[config.mk]
export PLATFORM = sky130hd
export DESIGN_NAME = vending_machine_multi_flat
export DESIGN_NICKNAME = d
export VERILOG_FILES = /design/src/rtl/vending_machine_multi_pkg.sv /design/src/rtl/vending_machine_multi_if.sv /design/src/rtl/vending_machine_multi_price_table.sv /design/src/rtl/vending_machine_multi.sv /design/src/flat_wrapper.sv
export SDC_FILE = /design/constraint.sdc
export NUM_CORES = 1
export LEC_CHECK = 0
export ABC_AREA = 1
export CORE_ASPECT_RATIO = 1.1
export CORE_UTILIZATION = 31
export CTS_BUF_LIST = sky130_fd_sc_hd__clkbuf_8 sky130_fd_sc_hd__clkbuf_16
export DETAILED_ROUTE_END_ITERATION = 10
export GPL_TIMING_DRIVEN = 0
export HOLD_SLACK_MARGIN = 0.12
export SLEW_MARGIN = 20
export SYNTH_ARGS = -nofsm -noshare
export SYNTH_HDL_FRONTEND = slang
export SYNTH_SLANG_ARGS = --single-unit
export TNS_END_PERCENT = 100
[constraint.sdc]
create_clock -name clk -period 4.26 [get_ports clk]
set_input_delay 0.426 -clock clk [delete_from_list [all_inputs] [get_ports clk]]
set_output_delay 0.426 -clock clk [all_outputs]
set_load 0.02 [all_outputs]
[src/rtl/vending_machine_multi_pkg.sv]
`default_nettype none
// +----------------------------------------------------------------------------+
// | Package  : vending_pkg                                                     |
// | Purpose  : FSM state encoding and default sizing for vending_machine_multi |
// | Revision : 1.0                                                             |
// +----------------------------------------------------------------------------+
package vending_pkg;

  typedef enum logic [1:0] {
    IDLE    = 2'd0,
    COLLECT = 2'd1,
    VEND    = 2'd2,
    CHANGE  = 2'd3
  } state_t;

  localparam int DEF_NUM_PROD   = 4;
  localparam int DEF_CREDIT_W   = 8;
  localparam int STOCK_W        = 8;
  localparam logic [STOCK_W-1:0] STOCK_INIT = 8'd10;

endpackage
`default_nettype wire

[src/rtl/vending_machine_multi_if.sv]
`default_nettype none
// +----------------------------------------------------------------------------+
// | Interface : vending_machine_multi_if                                       |
// | Purpose   : front-end / dispenser signal bundle; VM_STOCK_COUNT_EN adds    |
// |             restock inputs and sold_out flags                              |
// | Revision  : 1.0                                                            |
// +----------------------------------------------------------------------------+
interface vending_machine_multi_if #(
  parameter int NUM_PROD = 4,
  parameter int CREDIT_W = 8,
  parameter int SEL_W    = $clog2(NUM_PROD)
);
  logic                coin_valid;
  logic [CREDIT_W-1:0] coin_value;
  logic                sel_valid;
  logic [SEL_W-1:0]    sel_id;
  logic                cancel_request;
  logic                price_wr_en;
  logic [SEL_W-1:0]    price_wr_id;
  logic [CREDIT_W-1:0] price_wr_data;
  logic                product_dispensed;
  logic [SEL_W-1:0]    dispensed_id;
  logic                change_dispensed;
  logic [CREDIT_W-1:0] refund_amount;
  logic                coin_reject;
  logic [CREDIT_W-1:0] credit;
  logic                busy;
`ifdef VM_STOCK_COUNT_EN
  logic                restock_en;
  logic [SEL_W-1:0]    restock_id;
  logic [7:0]          restock_qty;
  logic [NUM_PROD-1:0] sold_out;
`endif

  modport master (
    output coin_valid, coin_value, sel_valid, sel_id, cancel_request,
           price_wr_en, price_wr_id, price_wr_data,
    input  product_dispensed, dispensed_id, change_dispensed, refund_amount,
           coin_reject, credit, busy
`ifdef VM_STOCK_COUNT_EN
    , output restock_en, restock_id, restock_qty
    , input  sold_out
`endif
  );

  modport slave (
    input  coin_valid, coin_value, sel_valid, sel_id, cancel_request,
           price_wr_en, price_wr_id, price_wr_data,
    output product_dispensed, dispensed_id, change_dispensed, refund_amount,
           coin_reject, credit, busy
`ifdef VM_STOCK_COUNT_EN
    , input  restock_en, restock_id, restock_qty
    , output sold_out
`endif
  );

endinterface
`default_nettype wire

[src/rtl/vending_machine_multi_price_table.sv]
`default_nettype none
// +----------------------------------------------------------------------------+
// | Module   : vm_price_table                                                  |
// | Purpose  : NUM_PROD x CREDIT_W price register file, one write, async read  |
// | Revision : 1.0                                                             |
// +----------------------------------------------------------------------------+
module vm_price_table #(
  parameter int NUM_PROD = 4,
  parameter int SEL_W    = $clog2(NUM_PROD),
  parameter int CREDIT_W = 8,
  parameter logic [NUM_PROD*CREDIT_W-1:0] PRICE_INIT = '0
) (
  input  logic                clk,
  input  logic                reset,
  input  logic                wr_en,
  input  logic [SEL_W-1:0]    wr_id,
  input  logic [CREDIT_W-1:0] wr_data,
  input  logic [SEL_W-1:0]    rd_id,
  output logic [CREDIT_W-1:0] rd_data
);
  localparam logic [SEL_W:0] NUM_PROD_W = (SEL_W+1)'(NUM_PROD);

  logic [CREDIT_W-1:0] prices [NUM_PROD];

  always_ff @(posedge clk) begin
    if (!reset) begin
      for (int i = 0; i < NUM_PROD; i++)
        prices[i] <= PRICE_INIT[i*CREDIT_W +: CREDIT_W];
    end else if (wr_en) begin
      for (int i = 0; i < NUM_PROD; i++)
        if (wr_id == SEL_W'(i))
          prices[i] <= wr_data;
    end
  end

  assign rd_data = ({1'b0, rd_id} < NUM_PROD_W) ? prices[rd_id] : '0;

endmodule
`default_nettype wire

[src/rtl/vending_machine_multi.sv]
`default_nettype none
// +----------------------------------------------------------------------------+
// | Module   : vending_machine_multi                                           |
// | Purpose  : N-product vending controller with credit, change and refund.    |
// |            Optional macro VM_STOCK_COUNT_EN adds per-product stock.        |
// | Revision : 1.0                                                             |
// +----------------------------------------------------------------------------+
module vending_machine_multi
  import vending_pkg::*;
#(
  parameter int NUM_PROD = DEF_NUM_PROD,
  parameter int SEL_W    = $clog2(NUM_PROD),
  parameter int CREDIT_W = DEF_CREDIT_W,
  parameter logic [NUM_PROD*CREDIT_W-1:0] PRICE_INIT = {8'd15, 8'd10, 8'd5, 8'd5},
  parameter logic [CREDIT_W-1:0] CREDIT_MAX = 8'd200
) (
  input logic                   clk,
  input logic                   reset,
  vending_machine_multi_if.slave bus
);
  localparam logic [SEL_W:0] NUM_PROD_W = (SEL_W+1)'(NUM_PROD);

  state_t              r_state, w_state_nx;
  logic [CREDIT_W-1:0] r_credit, w_credit_nx;
  logic [CREDIT_W-1:0] r_remainder, w_rem_nx;
  logic [CREDIT_W-1:0] w_total, w_price;
  logic [CREDIT_W:0]   w_coin_sum;
  logic                w_open, w_coin_ok, w_coin_rej, w_sel_ok, w_cancel;
  logic                w_sel_in_range, w_stock_ok, w_price_we;

  logic                r_pd, w_pd_nx;
  logic [SEL_W-1:0]    r_did, w_did_nx;
  logic                r_cd, w_cd_nx;
  logic [CREDIT_W-1:0] r_refund, w_refund_nx;
  logic                r_rej, w_rej_nx;
  logic                r_busy, w_busy_nx;

  assign w_price_we = bus.price_wr_en && (r_state == IDLE) && (r_credit == '0);

  vm_price_table #(
    .NUM_PROD   (NUM_PROD),
    .SEL_W      (SEL_W),
    .CREDIT_W   (CREDIT_W),
    .PRICE_INIT (PRICE_INIT)
  ) u_price_table (
    .clk     (clk),
    .reset   (reset),
    .wr_en   (w_price_we),
    .wr_id   (bus.price_wr_id),
    .wr_data (bus.price_wr_data),
    .rd_id   (bus.sel_id),
    .rd_data (w_price)
  );

  // Credit seen by a select already includes a coin accepted in the same cycle.
  assign w_open         = (r_state == IDLE) || (r_state == COLLECT);
  assign w_coin_sum     = {1'b0, r_credit} + {1'b0, bus.coin_value};
  assign w_coin_ok      = bus.coin_valid && w_open && (w_coin_sum <= {1'b0, CREDIT_MAX});
  assign w_coin_rej     = bus.coin_valid && !w_coin_ok;
  assign w_total        = w_coin_ok ? w_coin_sum[CREDIT_W-1:0] : r_credit;
  assign w_sel_in_range = {1'b0, bus.sel_id} < NUM_PROD_W;
  assign w_cancel       = bus.cancel_request && w_open;
  assign w_sel_ok       = bus.sel_valid && w_open && w_sel_in_range && w_stock_ok
                          && (w_total >= w_price);

`ifdef VM_STOCK_COUNT_EN
  logic [STOCK_W-1:0] r_stock     [NUM_PROD];
  logic [STOCK_W-1:0] w_stock_nx  [NUM_PROD];
  logic [STOCK_W:0]   w_stock_sum [NUM_PROD];

  assign w_stock_ok = w_sel_in_range && (r_stock[bus.sel_id] != '0);

  // A vend always has stock >= 1, so the decrement cannot underflow.
  always_comb begin
    for (int i = 0; i < NUM_PROD; i++) begin
      w_stock_sum[i] = {1'b0, r_stock[i]}
                     - (((r_state == VEND) && (r_did == SEL_W'(i))) ? 9'd1 : 9'd0)
                     + ((bus.restock_en && (bus.restock_id == SEL_W'(i)))
                        ? {1'b0, bus.restock_qty} : 9'd0);
      w_stock_nx[i]  = w_stock_sum[i][STOCK_W] ? {STOCK_W{1'b1}} : w_stock_sum[i][STOCK_W-1:0];
    end
  end

  always_ff @(posedge clk) begin
    for (int i = 0; i < NUM_PROD; i++)
      r_stock[i] <= (!reset) ? STOCK_INIT : w_stock_nx[i];
  end

  for (genvar g = 0; g < NUM_PROD; g++) begin : g_sold_out
    assign bus.sold_out[g] = (r_stock[g] == '0);
  end
`else
  assign w_stock_ok = 1'b1;
`endif

  always_ff @(posedge clk) begin
    if (!reset) r_state <= IDLE;
    else        r_state <= w_state_nx;
  end

  always_comb begin
    w_state_nx = r_state;
    case (r_state)
      IDLE, COLLECT: begin
        if (w_cancel)       w_state_nx = (w_total != '0) ? CHANGE : IDLE;
        else if (w_sel_ok)  w_state_nx = VEND;
        else if (w_coin_ok) w_state_nx = COLLECT;
      end
      VEND:    w_state_nx = (r_remainder != '0) ? CHANGE : IDLE;
      CHANGE:  w_state_nx = IDLE;
      default: w_state_nx = IDLE;
    endcase
  end

  // Credit tracks what is still owed: the remainder through VEND and CHANGE.
  always_comb begin
    w_credit_nx = r_credit;
    w_rem_nx    = r_remainder;
    case (r_state)
      IDLE, COLLECT: begin
        if (w_cancel) begin
          w_credit_nx = w_total;
          w_rem_nx    = w_total;
        end else if (w_sel_ok) begin
          w_credit_nx = w_total - w_price;
          w_rem_nx    = w_total - w_price;
        end else begin
          w_credit_nx = w_total;
        end
      end
      CHANGE: begin
        w_credit_nx = '0;
        w_rem_nx    = '0;
      end
      default: ;
    endcase
  end

  always_comb begin
    w_pd_nx     = (w_state_nx == VEND);
    w_did_nx    = w_pd_nx ? bus.sel_id : '0;
    w_cd_nx     = (w_state_nx == CHANGE);
    w_refund_nx = w_cd_nx ? w_rem_nx : '0;
    w_rej_nx    = w_coin_rej;
    w_busy_nx   = w_pd_nx || w_cd_nx;
  end

  always_ff @(posedge clk) begin
    if (!reset) begin
      r_credit    <= '0;
      r_remainder <= '0;
      r_pd        <= 1'b0;
      r_did       <= '0;
      r_cd        <= 1'b0;
      r_refund    <= '0;
      r_rej       <= 1'b0;
      r_busy      <= 1'b0;
    end else begin
      r_credit    <= w_credit_nx;
      r_remainder <= w_rem_nx;
      r_pd        <= w_pd_nx;
      r_did       <= w_did_nx;
      r_cd        <= w_cd_nx;
      r_refund    <= w_refund_nx;
      r_rej       <= w_rej_nx;
      r_busy      <= w_busy_nx;
    end
  end

  assign bus.product_dispensed = r_pd;
  assign bus.dispensed_id      = r_did;
  assign bus.change_dispensed  = r_cd;
  assign bus.refund_amount     = r_refund;
  assign bus.coin_reject       = r_rej;
  assign bus.credit            = r_credit;
  assign bus.busy              = r_busy;

endmodule
`default_nettype wire

[src/flat_wrapper.sv]
// flat-port wrapper written by rule: the top's interface ports become plain ports
module vending_machine_multi_flat import vending_pkg::*;
#(
  parameter int NUM_PROD = DEF_NUM_PROD,
  parameter int SEL_W    = $clog2(NUM_PROD),
  parameter int CREDIT_W = DEF_CREDIT_W,
  parameter logic [NUM_PROD*CREDIT_W-1:0] PRICE_INIT = {8'd15, 8'd10, 8'd5, 8'd5},
  parameter logic [CREDIT_W-1:0] CREDIT_MAX = 8'd200
)
  (clk, reset, bus_coin_valid, bus_coin_value, bus_sel_valid, bus_sel_id, bus_cancel_request, bus_price_wr_en, bus_price_wr_id, bus_price_wr_data, bus_product_dispensed, bus_dispensed_id, bus_change_dispensed, bus_refund_amount, bus_coin_reject, bus_credit, bus_busy);
  vending_machine_multi_if #(.NUM_PROD(NUM_PROD), .CREDIT_W(CREDIT_W), .SEL_W(SEL_W)) bus_i ();
  input logic clk;
  input logic reset;
  input wire logic [$bits(bus_i.coin_valid)-1:0] bus_coin_valid;
  input wire logic [$bits(bus_i.coin_value)-1:0] bus_coin_value;
  input wire logic [$bits(bus_i.sel_valid)-1:0] bus_sel_valid;
  input wire logic [$bits(bus_i.sel_id)-1:0] bus_sel_id;
  input wire logic [$bits(bus_i.cancel_request)-1:0] bus_cancel_request;
  input wire logic [$bits(bus_i.price_wr_en)-1:0] bus_price_wr_en;
  input wire logic [$bits(bus_i.price_wr_id)-1:0] bus_price_wr_id;
  input wire logic [$bits(bus_i.price_wr_data)-1:0] bus_price_wr_data;
  output wire logic [$bits(bus_i.product_dispensed)-1:0] bus_product_dispensed;
  output wire logic [$bits(bus_i.dispensed_id)-1:0] bus_dispensed_id;
  output wire logic [$bits(bus_i.change_dispensed)-1:0] bus_change_dispensed;
  output wire logic [$bits(bus_i.refund_amount)-1:0] bus_refund_amount;
  output wire logic [$bits(bus_i.coin_reject)-1:0] bus_coin_reject;
  output wire logic [$bits(bus_i.credit)-1:0] bus_credit;
  output wire logic [$bits(bus_i.busy)-1:0] bus_busy;
  assign bus_i.coin_valid = bus_coin_valid;
  assign bus_i.coin_value = bus_coin_value;
  assign bus_i.sel_valid = bus_sel_valid;
  assign bus_i.sel_id = bus_sel_id;
  assign bus_i.cancel_request = bus_cancel_request;
  assign bus_i.price_wr_en = bus_price_wr_en;
  assign bus_i.price_wr_id = bus_price_wr_id;
  assign bus_i.price_wr_data = bus_price_wr_data;
  assign bus_product_dispensed = bus_i.product_dispensed;
  assign bus_dispensed_id = bus_i.dispensed_id;
  assign bus_change_dispensed = bus_i.change_dispensed;
  assign bus_refund_amount = bus_i.refund_amount;
  assign bus_coin_reject = bus_i.coin_reject;
  assign bus_credit = bus_i.credit;
  assign bus_busy = bus_i.busy;
  vending_machine_multi #(.NUM_PROD(NUM_PROD), .SEL_W(SEL_W), .CREDIT_W(CREDIT_W), .PRICE_INIT(PRICE_INIT), .CREDIT_MAX(CREDIT_MAX)) u_core (.clk(clk), .reset(reset), .bus(bus_i));
endmodule
Word level (Yosys, flattened, before mapping)
Memory sizes are Yosys's and may differ from the RTL's.
Index checks and enable logic that the tools add are counted.
{"block": "word_totals", "regBits": 32, "mem_bits_rw": 32, "inputBits": 26, "wordCells": 80, "memories": 1}
{"memory": "u_core.u_price_table.prices", "words": 4, "width": 8, "read_ports": 1, "rd_ports_with_merged_regs": 0, "write_ports": 4, "line": "vending_machine_multi_price_table.sv:23", "source": "logic [CREDIT_W-1:0] prices [NUM_PROD];"}
{"block": "classes", "addsub": 2, "magnitude_cmp": 2, "n_eq_ne": 8, "mux": 34, "bitwise": 4, "n_reduce_logical": 20}
{"op": "two-way mux 8 bit", "n": 9}
{"op": "one-hot mux 8 bit (2 select lines)", "n": 2}
{"op": "two-way mux 1 bit", "n": 17}
{"op": "nonzero test 8 bit", "n": 2}
{"op": "== test 2 bit, second input constant", "n": 6}
{"op": "two-way mux 2 bit", "n": 5}
{"op": "adder 8 x 8 -> 9 bit", "n": 1}
{"op": "less-or-equal comparator 9 x 8 -> 1 bit, second input constant", "n": 1}
{"op": ">= comparator 8 bit", "n": 1}
{"op": "logical AND 1 bit", "n": 8}
{"op": "zero test 8 bit", "n": 1}
{"op": "subtractor 8 bit", "n": 1}
{"op": "one-hot mux 2 bit (3 select lines)", "n": 1}
{"op": "== test 2 x 1 -> 1 bit, second input constant", "n": 2}
{"op": "zero test 2 bit", "n": 2}
{"op": "OR 1 bit", "n": 4}
{"op": "AND reduction 2 bit", "n": 2}
{"op": "logical OR 1 bit", "n": 2}
{"op": "nonzero test 2 bit", "n": 1}
{"op": "OR reduction 2 bit", "n": 1}
{"op": "zero test 1 bit", "n": 1}

Logic depth before layout (Yosys ltp)
Gate-level depths: netlist of the first run.
{"block": "logic_depth", "depth_word": 12, "mapped_depth": 28, "ltp_nobuf": 28}

Hierarchy
A second synthesis of the first run with hierarchy kept.
{"block": "hier_totals", "hier_cells": 559, "hier_area_um2": 4052.6}
{"mod": "vending_machine_multi", "instances": 1, "cells_per_inst": 372, "area_each_um2": 2443.6}
{"mod": "vm_price_table", "instances": 1, "cells_per_inst": 187, "area_each_um2": 1609.0}

Worst setup path before layout of the first run
Ideal clock, no wire load.
{"block": "synth_timing", "path_kind": "reg2reg", "from": "register u_core.r_credit[0] (netlist: u_core.bus.credit[0])", "to": "register u_core.r_refund[2] (netlist: u_core.bus.refund_amount[2])", "setup_time_ps": 65, "t_arrival_ps": 3748, "t_required_ps": 4195, "path_slack_ps": 447, "path_stages_with_launch": 25, "n_path_buf": 1, "period_less_slack_ps": 3813, "cell_sequence": "dfxtp_1 ha_1 inv_1 fa_1 inv_1 nand2_1 nand2_1 xnor2_1 nand3_2 nand2_4 nand2_4 nand2_1 nand2_2 ha_1 fa_1 o21ai_1 nand2_1 o2111ai_1 nand3_1 clkbuf_1 nand2_1 nor2_1 o31ai_1 inv_1 nor2_2"}
{"block": "synth_via", "elab_chain_cells": 11, "elab_cells_between_ends": 18}
{"item": "from (decl)", "line": "vending_machine_multi.sv:24", "source": "logic [CREDIT_W-1:0] r_credit, w_credit_nx;"}
{"item": "from (signal assigned)", "line": "vending_machine_multi.sv:159", "source": "r_credit <= w_credit_nx;"}
{"item": "adder 8 x 8 -> 9 bit", "line": "vending_machine_multi.sv:57", "source": "assign w_coin_sum = {1'b0, r_credit} + {1'b0, bus.coin_value};"}
{"item": "less-or-equal comparator 9 x 8 -> 1 bit", "line": "vending_machine_multi.sv:58", "source": "assign w_coin_ok = bus.coin_valid && w_open && (w_coin_sum <= {1'b0, CREDIT_MAX});"}
{"item": "logical AND 1 bit", "line": "vending_machine_multi.sv:58"}
{"item": "two-way mux 8 bit", "line": "vending_machine_multi.sv:60", "source": "assign w_total = w_coin_ok ? w_coin_sum[CREDIT_W-1:0] : r_credit;"}
{"item": ">= comparator 8 bit", "line": "vending_machine_multi.sv:64", "source": "&& (w_total >= w_price);"}
{"item": "logical AND 1 bit", "line": "vending_machine_multi.sv:64"}
{"item": "two-way mux 2 bit", "line": "vending_machine_multi.sv:106", "source": "else if (w_sel_ok) w_state_nx = VEND;"}
{"item": "two-way mux 2 bit", "line": "vending_machine_multi.sv:105", "source": "if (w_cancel) w_state_nx = (w_total != '0) ? CHANGE : IDLE;"}
{"item": "one-hot mux 2 bit (3 select lines)", "line": "vending_machine_multi.sv:103", "source": "case (r_state)"}
{"item": "== test 2 bit", "line": "vending_machine_multi.sv:142", "source": "w_cd_nx = (w_state_nx == CHANGE);"}
{"item": "AND reduction 2 bit (no line)"}
{"item": "to (signal assigned)", "line": "vending_machine_multi.sv:164", "source": "r_refund <= w_refund_nx;"}
{"item": "to (decl)", "line": "vending_machine_multi.sv:34", "source": "logic [CREDIT_W-1:0] r_refund, w_refund_nx;"}
Parallel ways exist; a longest one is shown, timed or not.
A chain may end at the register's enable or synchronous reset.

Worst setup path in the final report of the first run
{"block": "layout_timing", "from": "input port bus_coin_value[0]", "to": "register u_core.r_refund[4] (netlist: u_core.bus.refund_amount[4])"}
{"block": "layout_via", "elab_chain_cells": 11, "elab_cells_between_ends": 18}
{"item": "from (decl)", "line": "flat_wrapper.sv:15", "source": "input wire logic [$bits(bus_i.coin_value)-1:0] bus_coin_value;"}
{"item": "adder 8 x 8 -> 9 bit (*)", "line": "vending_machine_multi.sv:57"}
{"item": "less-or-equal comparator 9 x 8 -> 1 bit", "line": "vending_machine_multi.sv:58"}
{"item": "logical AND 1 bit", "line": "vending_machine_multi.sv:58"}
{"item": "two-way mux 8 bit", "line": "vending_machine_multi.sv:60"}
{"item": ">= comparator 8 bit", "line": "vending_machine_multi.sv:64"}
{"item": "logical AND 1 bit", "line": "vending_machine_multi.sv:64"}
{"item": "two-way mux 2 bit", "line": "vending_machine_multi.sv:106"}
{"item": "two-way mux 2 bit", "line": "vending_machine_multi.sv:105"}
{"item": "one-hot mux 2 bit (3 select lines)", "line": "vending_machine_multi.sv:103"}
{"item": "== test 2 bit", "line": "vending_machine_multi.sv:142"}
{"item": "AND reduction 2 bit (no line)"}
Every way passes the cells marked *; elsewhere a longest branch is shown, timed or not.

==> results of run 1 <==
[kinds of logic after synthesis]
kind of cell	Yosys count
AO/OA/AOI/OAI	68
buffers and inverters	89
adder cells (fa/ha/maj)	18
flip-flops	64
XOR/XNOR	8
AND/OR/NAND/NOR	239
[cell type report]
| cell class | instances | area share |
|---|---|---|
| clock buffers | 9 | 0.0449 |
| repair buffers | 57 | 0.107 |
| inverters | 79 | 0.0602 |
| plain buffers | 10 | 0.0112 |
| multi-input cells | 334 | 0.396 |
| well taps | 150 | 0.0374 |
| clock inverters | 7 | 0.0237 |
| flip-flops and latches | 64 | 0.320 |
[routing by layer]
metal	global-route usage	routed length, um
met1	0.185	4130
met2	0.292	4810
met3	0.0410	535
met4	0.0500	212
met5	0	0
[registers in the layout, indices dropped and copies added, names as in the netlist]
name,flops
u_core.bus.busy,1
u_core.bus.change_dispensed,1
u_core.bus.coin_reject,1
u_core.bus.credit,8
u_core.bus.dispensed_id,2
u_core.bus.product_dispensed,1
u_core.bus.refund_amount,8
u_core.r_remainder,8
u_core.r_state,2
u_core.u_price_table.prices,32
[cells in the mapped netlist, types with 8 or more instances]
master    count
edfxtp_1     32
nand3_1      17
o21ai_0      20
dfxtp_1      32
inv_1        75
ha_1         16
nor2_1       62
nand2_1     123
nor2_2        8
clkbuf_1      8
nand2_2       9
a21oi_1      26
[metrics by stage]
stage                util  TNS, ns  worst slack (ns)
finish              0.432        0             0.221
global route        0.432  -0.0854           -0.0265
CTS                 0.409  -0.0155           -0.0155
detailed placement  0.376   -12.15            -0.546
global placement    0.376   -11.89            -0.530
floorplan               -        0             0.447
[worst max path at each step]
stage / startpoint / to / slack [ns] / cells after the start
2_1_floorplan: u_core.bus.credit[0] / u_core.bus.refund_amount[2] / 0.45 / 24
3_3_place_gp: bus_coin_value[0] / u_core.bus.credit[4] / -0.53 / 23
3_5_place_dp: bus_coin_value[0] / u_core.bus.refund_amount[5] / -0.55 / 27
4_1_cts: bus_coin_value[0] / u_core.r_remainder[1] / -0.02 / 26
5_1_grt: bus_coin_value[0] / u_core.r_remainder[3] / -0.03 / 27
6_report: bus_coin_value[0] / u_core.bus.refund_amount[4] / 0.22 / 26
[power by group through the flow]
stage / Clock [mW] / Sequential [mW] / Combinational [mW]
after floorplan: 0 / 0.941 / 1.44
after global placement: 0 / 0.881 / 2.03
after detailed placement: 0 / 0.884 / 2.05
after CTS: 0.850 / 0.873 / 2.13
after global routing: 0.879 / 0.891 / 2.82
final: 0.840 / 0.874 / 2.56
[worst reg2reg max path: cells and delay by family (launching register included)]
kind                     cells  cell delay, ns
flip-flops                   1            0.41
adder cells (fa/ha/maj)      4            1.34
AO/OA/AOI/OAI                2            0.29
buffers and inverters        4            0.27
AND/OR/NAND/NOR             15            1.52
[what timing repair did]
item / in CTS / in global routing
resized for setup: 6 / 51
setup endpoints to repair: 24 / 28
buffers inserted: 1 / 8
gates cloned: 1 / 2
pin swaps: 4 / 14
==> results.json, run 1 <==
{
  "hold_path_end": "u_core.bus.credit[2]",
  "mostFrequentLayoutCell": "nand2_1",
  "cp_slowest_cell": "fa_2",
  "layout_common_cells": "nand2_1 (114), inv_1 (70), nor2_1 (60)",
  "cp.arrival_ns": 4.30,
  "synth_compound_area_frac": 0.114,
  "root_buffer": "clkbuf_16",
  "grt_use_total": 0.160,
  "cts.reportedPaths.clkPinSlew_ns": 0.05,
  "p_per_area_nw_per_um2": 852,
  "vias": 3456,
  "synthFlopType": "edfxtp_1",
  "switching_share": 0.445,
  "cp_common_cell": "nand2_4",
  "power_mw": 4.27,
  "slew_violations": 0,
  "drive_gt1_frac": 0.164,
  "overflow": 0,
  "dpl.hpwl_um": 7040,
  "clock_latency_ns": 0.33,
  "die_y_um": 117,
  "ys_async_sr_fraction": 0,
  "rr_startpoint": "u_core.bus.credit[0]",
  "synth_top_area_cell": "edfxtp_1",
  "drt_iter0_markers": 199,
  "synth_top_area_frac": 0.259,
  "hold_viol": 0,
  "final_area_um2": 5010,
  "stdcell_count": 710,
  "nFillCells": 1180,
  "first_pass_iters": 5,
  "setup_violations": 0,
  "r2r-end": "u_core.bus.refund_amount[4]",
  "outcome": "complete, no violations",
  "dp_cells": 682,
  "synth_top_family_by_area": "simple AND/OR/NAND/NOR gates",
  "multi_input_area_um2": 1980,
  "cts_sinks": 64,
  "cts_buffers": 9,
  "cp_top_family": "simple AND/OR/NAND/NOR gates",
  "rr_worst_depth": 25,
  "max_cap_viol_count": 0,
  "rsz0062_at_grt": "yes",
  "synth-simple-area-share": 0.280,
  "critPathBufInv": 5,
  "synthesis.nets": 530,
  "synth.distinct_cells": 38,
  "syn2layout_area_growth_pct": 34.9,
  "ys_seq_area_frac": 0.431,
  "htree_levels": 3,
  "worstSetupPathType": "in2reg",
  "startpoint_type": "input pin",
  "layout.nets": 599,
  "synth.cell_area_um2": 3720,
  "cts_hold_buffers": 0,
  "antenna_found_initial": 0,
  "cts_tree": "built",
  "grt_pass1_vias": 3250,
  "placed_area_um2": 4360,
  "regArea_um2": 1600,
  "antenna-diode-count": 0,
  "crit_fanout": 8,
  "fmax_ghz": 0.248,
  "synth_edf_count": 32,
  "whs_ns": 0.541,
  "max_slew_margin": 0.621,
  "ys.warnings.count": 0,
  "ys_ff_latch": 64,
  "yosys.area_share.xor_xnor": 0.0189,
  "crit_path_max_incr_delay_ns": 0.53,
  "synthMuxAreaShare": 0,
  "netlist_instances": 486,
  "clockBufferDepth": 2,
  "avgSynthCellArea_um2": 7.65,
  "hold_path_depth": 2,
  "required_ns": 4.52,
  "boundaryPins": 48,
  "tightest_slew_ns": 0.568,
  "p_leak_nw": 2.13,
  "ant_nets": 0,
  "die_x_um": 106,
  "synth.area.top_cells": "edfxtp_1 (26%), dfxtp_1 (17%), nand2_1 (12%)",
  "port_buffers": 46,
  "wl_per_cell_um": 13.6,
  "hp-start": "u_core.bus.credit[2]",
  "synthAdderAreaFrac": 0.0646,
  "p_int_mw": 2.37,
  "grt_max_degree": 13,
  "rows": 41,
  "critPathCaptureType": "register",
  "gp_congestion": 0.886,
  "r2r_slack_ns": 0.36,
  "hp-class": "reg2reg",
  "pwr-share-seq": 0.205,
  "grt_pass1_wl_um": 15300,
  "detail_route.vias_per_cell": 4.87,
  "fin_crit_sh": 0.948,
  "wirelength_um": 9690,
  "fin_crit_ns": 4.04,
  "dieArea_um2": 12400,
  "core_um2": 11600,
  "ir_drop_mv": 0.319,
  "p_sw_mw": 1.90,
  "start_util": 0.321,
  "fin_skew_ns": 0.00969,
  "drc": 0,
  "clkPwrFrac": 0.197,
  "power_frac_comb": 0.599
}
Power figures use the tool's default switching activity.
==> run 2: changes to the inputs <==
--- a/config.mk
+++ b/config.mk
@@ -7,6 +7,7 @@
 export LEC_CHECK = 0
 export ABC_AREA = 1
 export CORE_ASPECT_RATIO = 1.1
+export CORE_MARGIN = 5
 export CORE_UTILIZATION = 31
 export CTS_BUF_LIST = sky130_fd_sc_hd__clkbuf_8 sky130_fd_sc_hd__clkbuf_16
 export DETAILED_ROUTE_END_ITERATION = 10
==> constraint.sdc (replaced) <==
create_clock -name clk -period 4.26 [get_ports clk]
set_input_delay 0.639 -clock clk [delete_from_list [all_inputs] [get_ports clk]]
set_output_delay 0.639 -clock clk [all_outputs]
set_load 0.02 [all_outputs]
==> results.json, run 2 (synthesis results as in run 1) <==
{
  "outcome": "complete, no violations",
  "hold_viol": 0,
  "hp-start": "u_core.bus.credit[1]",
  "p_leak_nw": 2.17,
  "grt_pass1_wl_um": 16400,
  "slew_violations": 0,
  "grt_pass1_vias": 3434,
  "ant_nets": 0,
  "r2r_slack_ns": 0.34,
  "hold_path_depth": 2,
  "required_ns": 4.47,
  "layout.nets": 604,
  "place_ws_ns": -0.731,
  "antenna_found_initial": 0,
  "grt_use_total": 0.145,
  "tightest_slew_ns": 0.552,
  "port_buffers": 46,
  "finalSetupTns_ns": 0,
  "p_per_area_nw_per_um2": 858,
  "hold_path_end": "u_core.bus.credit[1]",
  "grt_max_degree": 12,
  "placed_area_um2": 4370,
  "worstSetupPathType": "in2reg",
  "max_slew_margin": 0.632,
  "overflow": 0,
  "start_util": 0.313,
  "max_cap_viol_count": 0,
  "dieArea_um2": 14300,
  "drive_gt1_frac": 0.173,
  "die_y_um": 125,
  "htree_levels": 3,
  "syn2layout_area_growth_pct": 36.0,
  "cts_sinks": 64,
  "power_mw": 4.34,
  "setup_violations": 0,
  "hp-class": "reg2reg",
  "clock_latency_ns": 0.33,
  "clockBufferDepth": 2,
  "startpoint_type": "input pin",
  "cts_tree": "built",
  "wl_per_cell_um": 14.3,
  "antenna-diode-count": 0,
  "fmax_ghz": 0.248,
  "vias": 3474,
  "cp.arrival_ns": 4.23,
  "layout_common_cells": "nand2_1 (114), inv_1 (71), nor2_1 (61)",
  "root_buffer": "clkbuf_16",
  "core_um2": 11900,
  "final_area_um2": 5050,
  "fin_skew_ns": 0.00510,
  "rows": 42,
  "rr_worst_depth": 25,
  "critPathCaptureType": "register",
  "stdcell_count": 719,
  "wirelength_um": 10300,
  "mostFrequentLayoutCell": "nand2_1",
  "cts_buffers": 9,
  "rr_startpoint": "u_core.bus.credit[0]",
  "fin_crit_ns": 4.03,
  "boundaryPins": 48,
  "finalWorstSetupSlack_ns": 0.231,
  "gp_congestion": 0.899,
  "detail_route.vias_per_cell": 4.83,
  "top_register": "u_core.u_price_table.prices",
  "dpl.hpwl_um": 7270,
  "ir_drop_mv": 0.322,
  "r2r-end": "u_core.r_remainder[6]",
  "largest_reg_flops": 32,
  "first_pass_iters": 5,
  "dp_cells": 686,
  "die_x_um": 114,
  "drc": 0,
  "fin_crit_sh": 0.946,
  "drt_iter0_markers": 244,
  "cts.reportedPaths.clkPinSlew_ns": 0.05,
  "crit_fanout": 9
}
## run 2: final cells by class
cell class / instances / area, um^2
plain buffers: 10 / 60.1
inverters: 79 / 299
clock buffers: 9 / 225
fillers: 1210 / 6820
multi-input cells: 336 / 2010
flip-flops and latches: 64 / 1600
clock inverters: 7 / 88.8
well taps: 154 / 193
repair buffers: 60 / 576
## run 2: how the worst max path moves through the flow
| stage | end | cells after the start | slack (ns) | from |
|---|---|---|---|---|
| finish | u_core.r_remainder[6] | 25 | 0.23 | bus_coin_value[5] |
| global route | u_core.r_remainder[0] | 28 | -0.008 | bus_coin_value[2] |
| CTS | u_core.r_remainder[1] | 27 | 0.003 | bus_coin_value[0] |
| detailed placement | u_core.bus.refund_amount[3] | 26 | -0.73 | bus_coin_value[0] |
| global placement | u_core.bus.credit[4] | 23 | -0.75 | bus_coin_value[0] |
| floorplan | u_core.bus.refund_amount[2] | 24 | 0.33 | bus_coin_value[0] |
## run 2: metal layers
| layer | track usage | wire, um | up-vias |
|---|---|---|---|
| li1 | - | - | 1731 |
| met4 | 0.0601 | 341 | 0 |
| met1 | 0.171 | 4190 | 1583 |
| met3 | 0.0350 | 663 | 33 |
| met2 | 0.249 | 5070 | 127 |
| met5 | 0 | 0 | - |
## run 2: what timing repair did
action | CTS | global route
cloned | 4 | 1
setup endpoints to repair | 27 | 31
hold buffers | 0 | 0
pin swaps | 10 | 17
buffers inserted | 8 | 4
resized for setup | 33 | 34
## run 2: report_power, final
part | internal (mW) | total [mW] | switching, mW
sequential | 0.783 | 0.876 | 0.0937
clock | 0.507 | 0.778 | 0.271
combinational | 1.07 | 2.68 | 1.61
## run 2: metrics by stage
stage / hold WS (ns) / util
floorplan: 0.549 / -
global placement: 0.537 / 0.368
detailed placement: 0.535 / 0.368
CTS: 0.545 / 0.413
global route: 0.574 / 0.426
finish: 0.548 / 0.426
## run 2: worst max-delay path, stage by stage
cell and delay [ns]:
clkdlybuf4s50_1 0.46, ha_2 0.30, nand2_1 0.08, inv_1 0.05
nand3_1 0.10, nand3_1 0.10, nand2_2 0.08, nand2_2 0.08
a21oi_4 0.28, nand2_8 0.10, nand2_2 0.07, nand2_2 0.08
ha_4 0.18, fa_2 0.37, o21ai_4 0.22, nand2_2 0.07
o2111ai_2 0.11, nand3_4 0.14, buf_4 0.18, a21oi_1 0.14
o21ai_1 0.08, o21ai_1 0.09, o21ai_1 0.09, inv_1 0.08
nor2_1 0.04
==> run 3: changes to the inputs <==
--- a/config.mk
+++ b/config.mk
@@ -7,10 +7,10 @@
 export LEC_CHECK = 0
 export ABC_AREA = 1
 export CORE_ASPECT_RATIO = 1.1
-export CORE_MARGIN = 5
 export CORE_UTILIZATION = 31
 export CTS_BUF_LIST = sky130_fd_sc_hd__clkbuf_8 sky130_fd_sc_hd__clkbuf_16
 export DETAILED_ROUTE_END_ITERATION = 10
+export GPL_ROUTABILITY_DRIVEN = 0
 export GPL_TIMING_DRIVEN = 0
 export HOLD_SLACK_MARGIN = 0.12
 export SLEW_MARGIN = 20
==> results.json, run 3 (synthesis results as in run 1) <==
{
  "outcome": "complete, no violations",
  "grt_max_degree": 13,
  "layout.nets": 606,
  "power_mw": 4.62,
  "p_per_area_nw_per_um2": 884,
  "drt_iter0_markers": 170,
  "start_util": 0.321,
  "required_ns": 4.46,
  "max_slew_margin": 0.573,
  "critPathCaptureType": "register",
  "core_um2": 11600,
  "multi_input_area_um2": 2130,
  "clock_latency_ns": 0.33,
  "wl_per_cell_um": 14.0,
  "boundaryPins": 48,
  "grt_pass1_vias": 3404,
  "p_leak_nw": 2.21,
  "place_ws_ns": -0.759,
  "setup_violations": 0,
  "top_register": "u_core.u_price_table.prices",
  "slew_violations": 0,
  "htree_levels": 3,
  "finalSetupTns_ns": 0,
  "drive_gt1_frac": 0.206,
  "fmax_ghz": 0.246,
  "fin_crit_sh": 0.953,
  "die_y_um": 117,
  "clockBufferDepth": 2,
  "worstSetupPathType": "in2reg",
  "cp.arrival_ns": 4.26,
  "crit_fanout": 9,
  "startpoint_type": "input pin",
  "cts_sinks": 64,
  "wirelength_um": 10000,
  "cts_buffers": 9,
  "antenna_found_initial": 0,
  "fin_skew_ns": 0.00718,
  "vias": 3534,
  "die_x_um": 106,
  "port_buffers": 46,
  "grt_pass1_wl_um": 15700,
  "syn2layout_area_growth_pct": 40.5,
  "mostFrequentLayoutCell": "nand2_1",
  "ant_nets": 0,
  "tightest_slew_ns": 0.640,
  "cts.reportedPaths.clkPinSlew_ns": 0.06,
  "overflow": 0,
  "first_pass_iters": 4,
  "largest_reg_flops": 32,
  "regArea_um2": 1600,
  "hold_viol": 0,
  "ir_drop_mv": 0.349,
  "grt_use_total": 0.165,
  "drc": 0,
  "dpl.hpwl_um": 7040,
  "finalWorstSetupSlack_ns": 0.200,
  "fin_crit_ns": 4.06,
  "nFillCells": 1165,
  "detail_route.vias_per_cell": 4.93,
  "cts_tree": "built",
  "hp-class": "reg2reg",
  "antenna-diode-count": 0,
  "root_buffer": "clkbuf_16",
  "layout_common_cells": "nand2_1 (109), inv_1 (66), nor2_1 (60)",
  "rows": 41,
  "max_cap_viol_count": 0,
  "dieArea_um2": 12400
}
-- run 3: changes by cell type in the layout (fill, tap and decap cells not counted), sizes merged --
cell	previous run	this run
clkinv	4	3
clkdlybuf4s50	44	45
dlymetal6s2s	2	1
a21oi	28	27
clkinvlp	0	1
buf	17	19
nand2	136	137
bufinv	2	3
inv	80	79
-- run 3: area by class of cell --
class | count | share of cell area
multi-input combinational | 336 | 0.407
timing repair buffer | 62 | 0.116
sequential | 64 | 0.307
inverter | 79 | 0.0573
buffer | 10 | 0.0115
clock inverter | 7 | 0.0228
tap | 150 | 0.0359
clock buffer | 9 | 0.0431
-- run 3: through the flow --
step / cell area, um^2 / hold WS (ns) / utilization / instances
2_1_floorplan: 3720 / 0.549 / - / 486
3_3_place_gp: 4360 / 0.537 / 0.376 / 682
3_5_place_dp: 4360 / 0.542 / 0.376 / 682
4_1_cts: 4940 / 0.551 / 0.426 / 711
5_1_grt: 5220 / 0.585 / 0.450 / 717
6_report: 5220 / 0.550 / 0.450 / 717
-- run 3: final timing paths --
kind                                      startpoint               endpoint  slack (ns)  cells after the start
worst max register to register  u_core.bus.credit[0]  u_core.r_remainder[7]        0.38                     25
worst min-delay path            u_core.bus.credit[1]   u_core.bus.credit[1]        0.55                      2
worst max-delay path               bus_coin_value[4]  u_core.r_remainder[7]        0.20                     26
worst min register to register  u_core.bus.credit[1]   u_core.bus.credit[1]        0.55                      2
-- run 3: power breakdown --
part	total [mW]	internal (mW)	switching, mW
Combinational	2.90	1.18	1.72
Sequential	0.879	0.782	0.0969
Clock	0.840	0.572	0.268
Total	4.62	2.54	2.08
-- run 3: worst max-delay path, stage by stage --
cell,delay (ns)
clkdlybuf4s50_1,0.40
ha_1,0.35
nand2_1,0.08
inv_1,0.05
nand3_1,0.12
nand3_1,0.10
nand2_1,0.10
nand2_1,0.10
a21oi_4,0.21
buf_12,0.16
nand2_8,0.07
nand2_4,0.08
nand2_4,0.05
buf_6,0.13
fa_2,0.40
o21ai_2,0.19
nand2_2,0.09
o2111ai_4,0.11
nand3_4,0.15
buf_6,0.16
a21oi_1,0.13
o21ai_0,0.10
o21ai_0,0.09
o21ai_1,0.08
inv_1,0.08
nor2_1,0.04
-- run 3: routing by layer --
layer | wire length, um | up-vias | part of all wire | track usage
met5 | 0 | - | 0 | 0
met4 | 318 | 0 | 0.032 | 0.0778
met3 | 524 | 28 | 0.052 | 0.0471
met2 | 5030 | 111 | 0.50 | 0.296
met1 | 4140 | 1662 | 0.41 | 0.182
li1 | - | 1733 | - | -
-- run 3: what timing repair did --
action	4_1_cts	5_1_grt
hold buffers	0	0
gates resized for setup	28	65
endpoints found under the setup margin	27	31
pin swaps	9	29
cloned	4	1
setup buffers	9	5
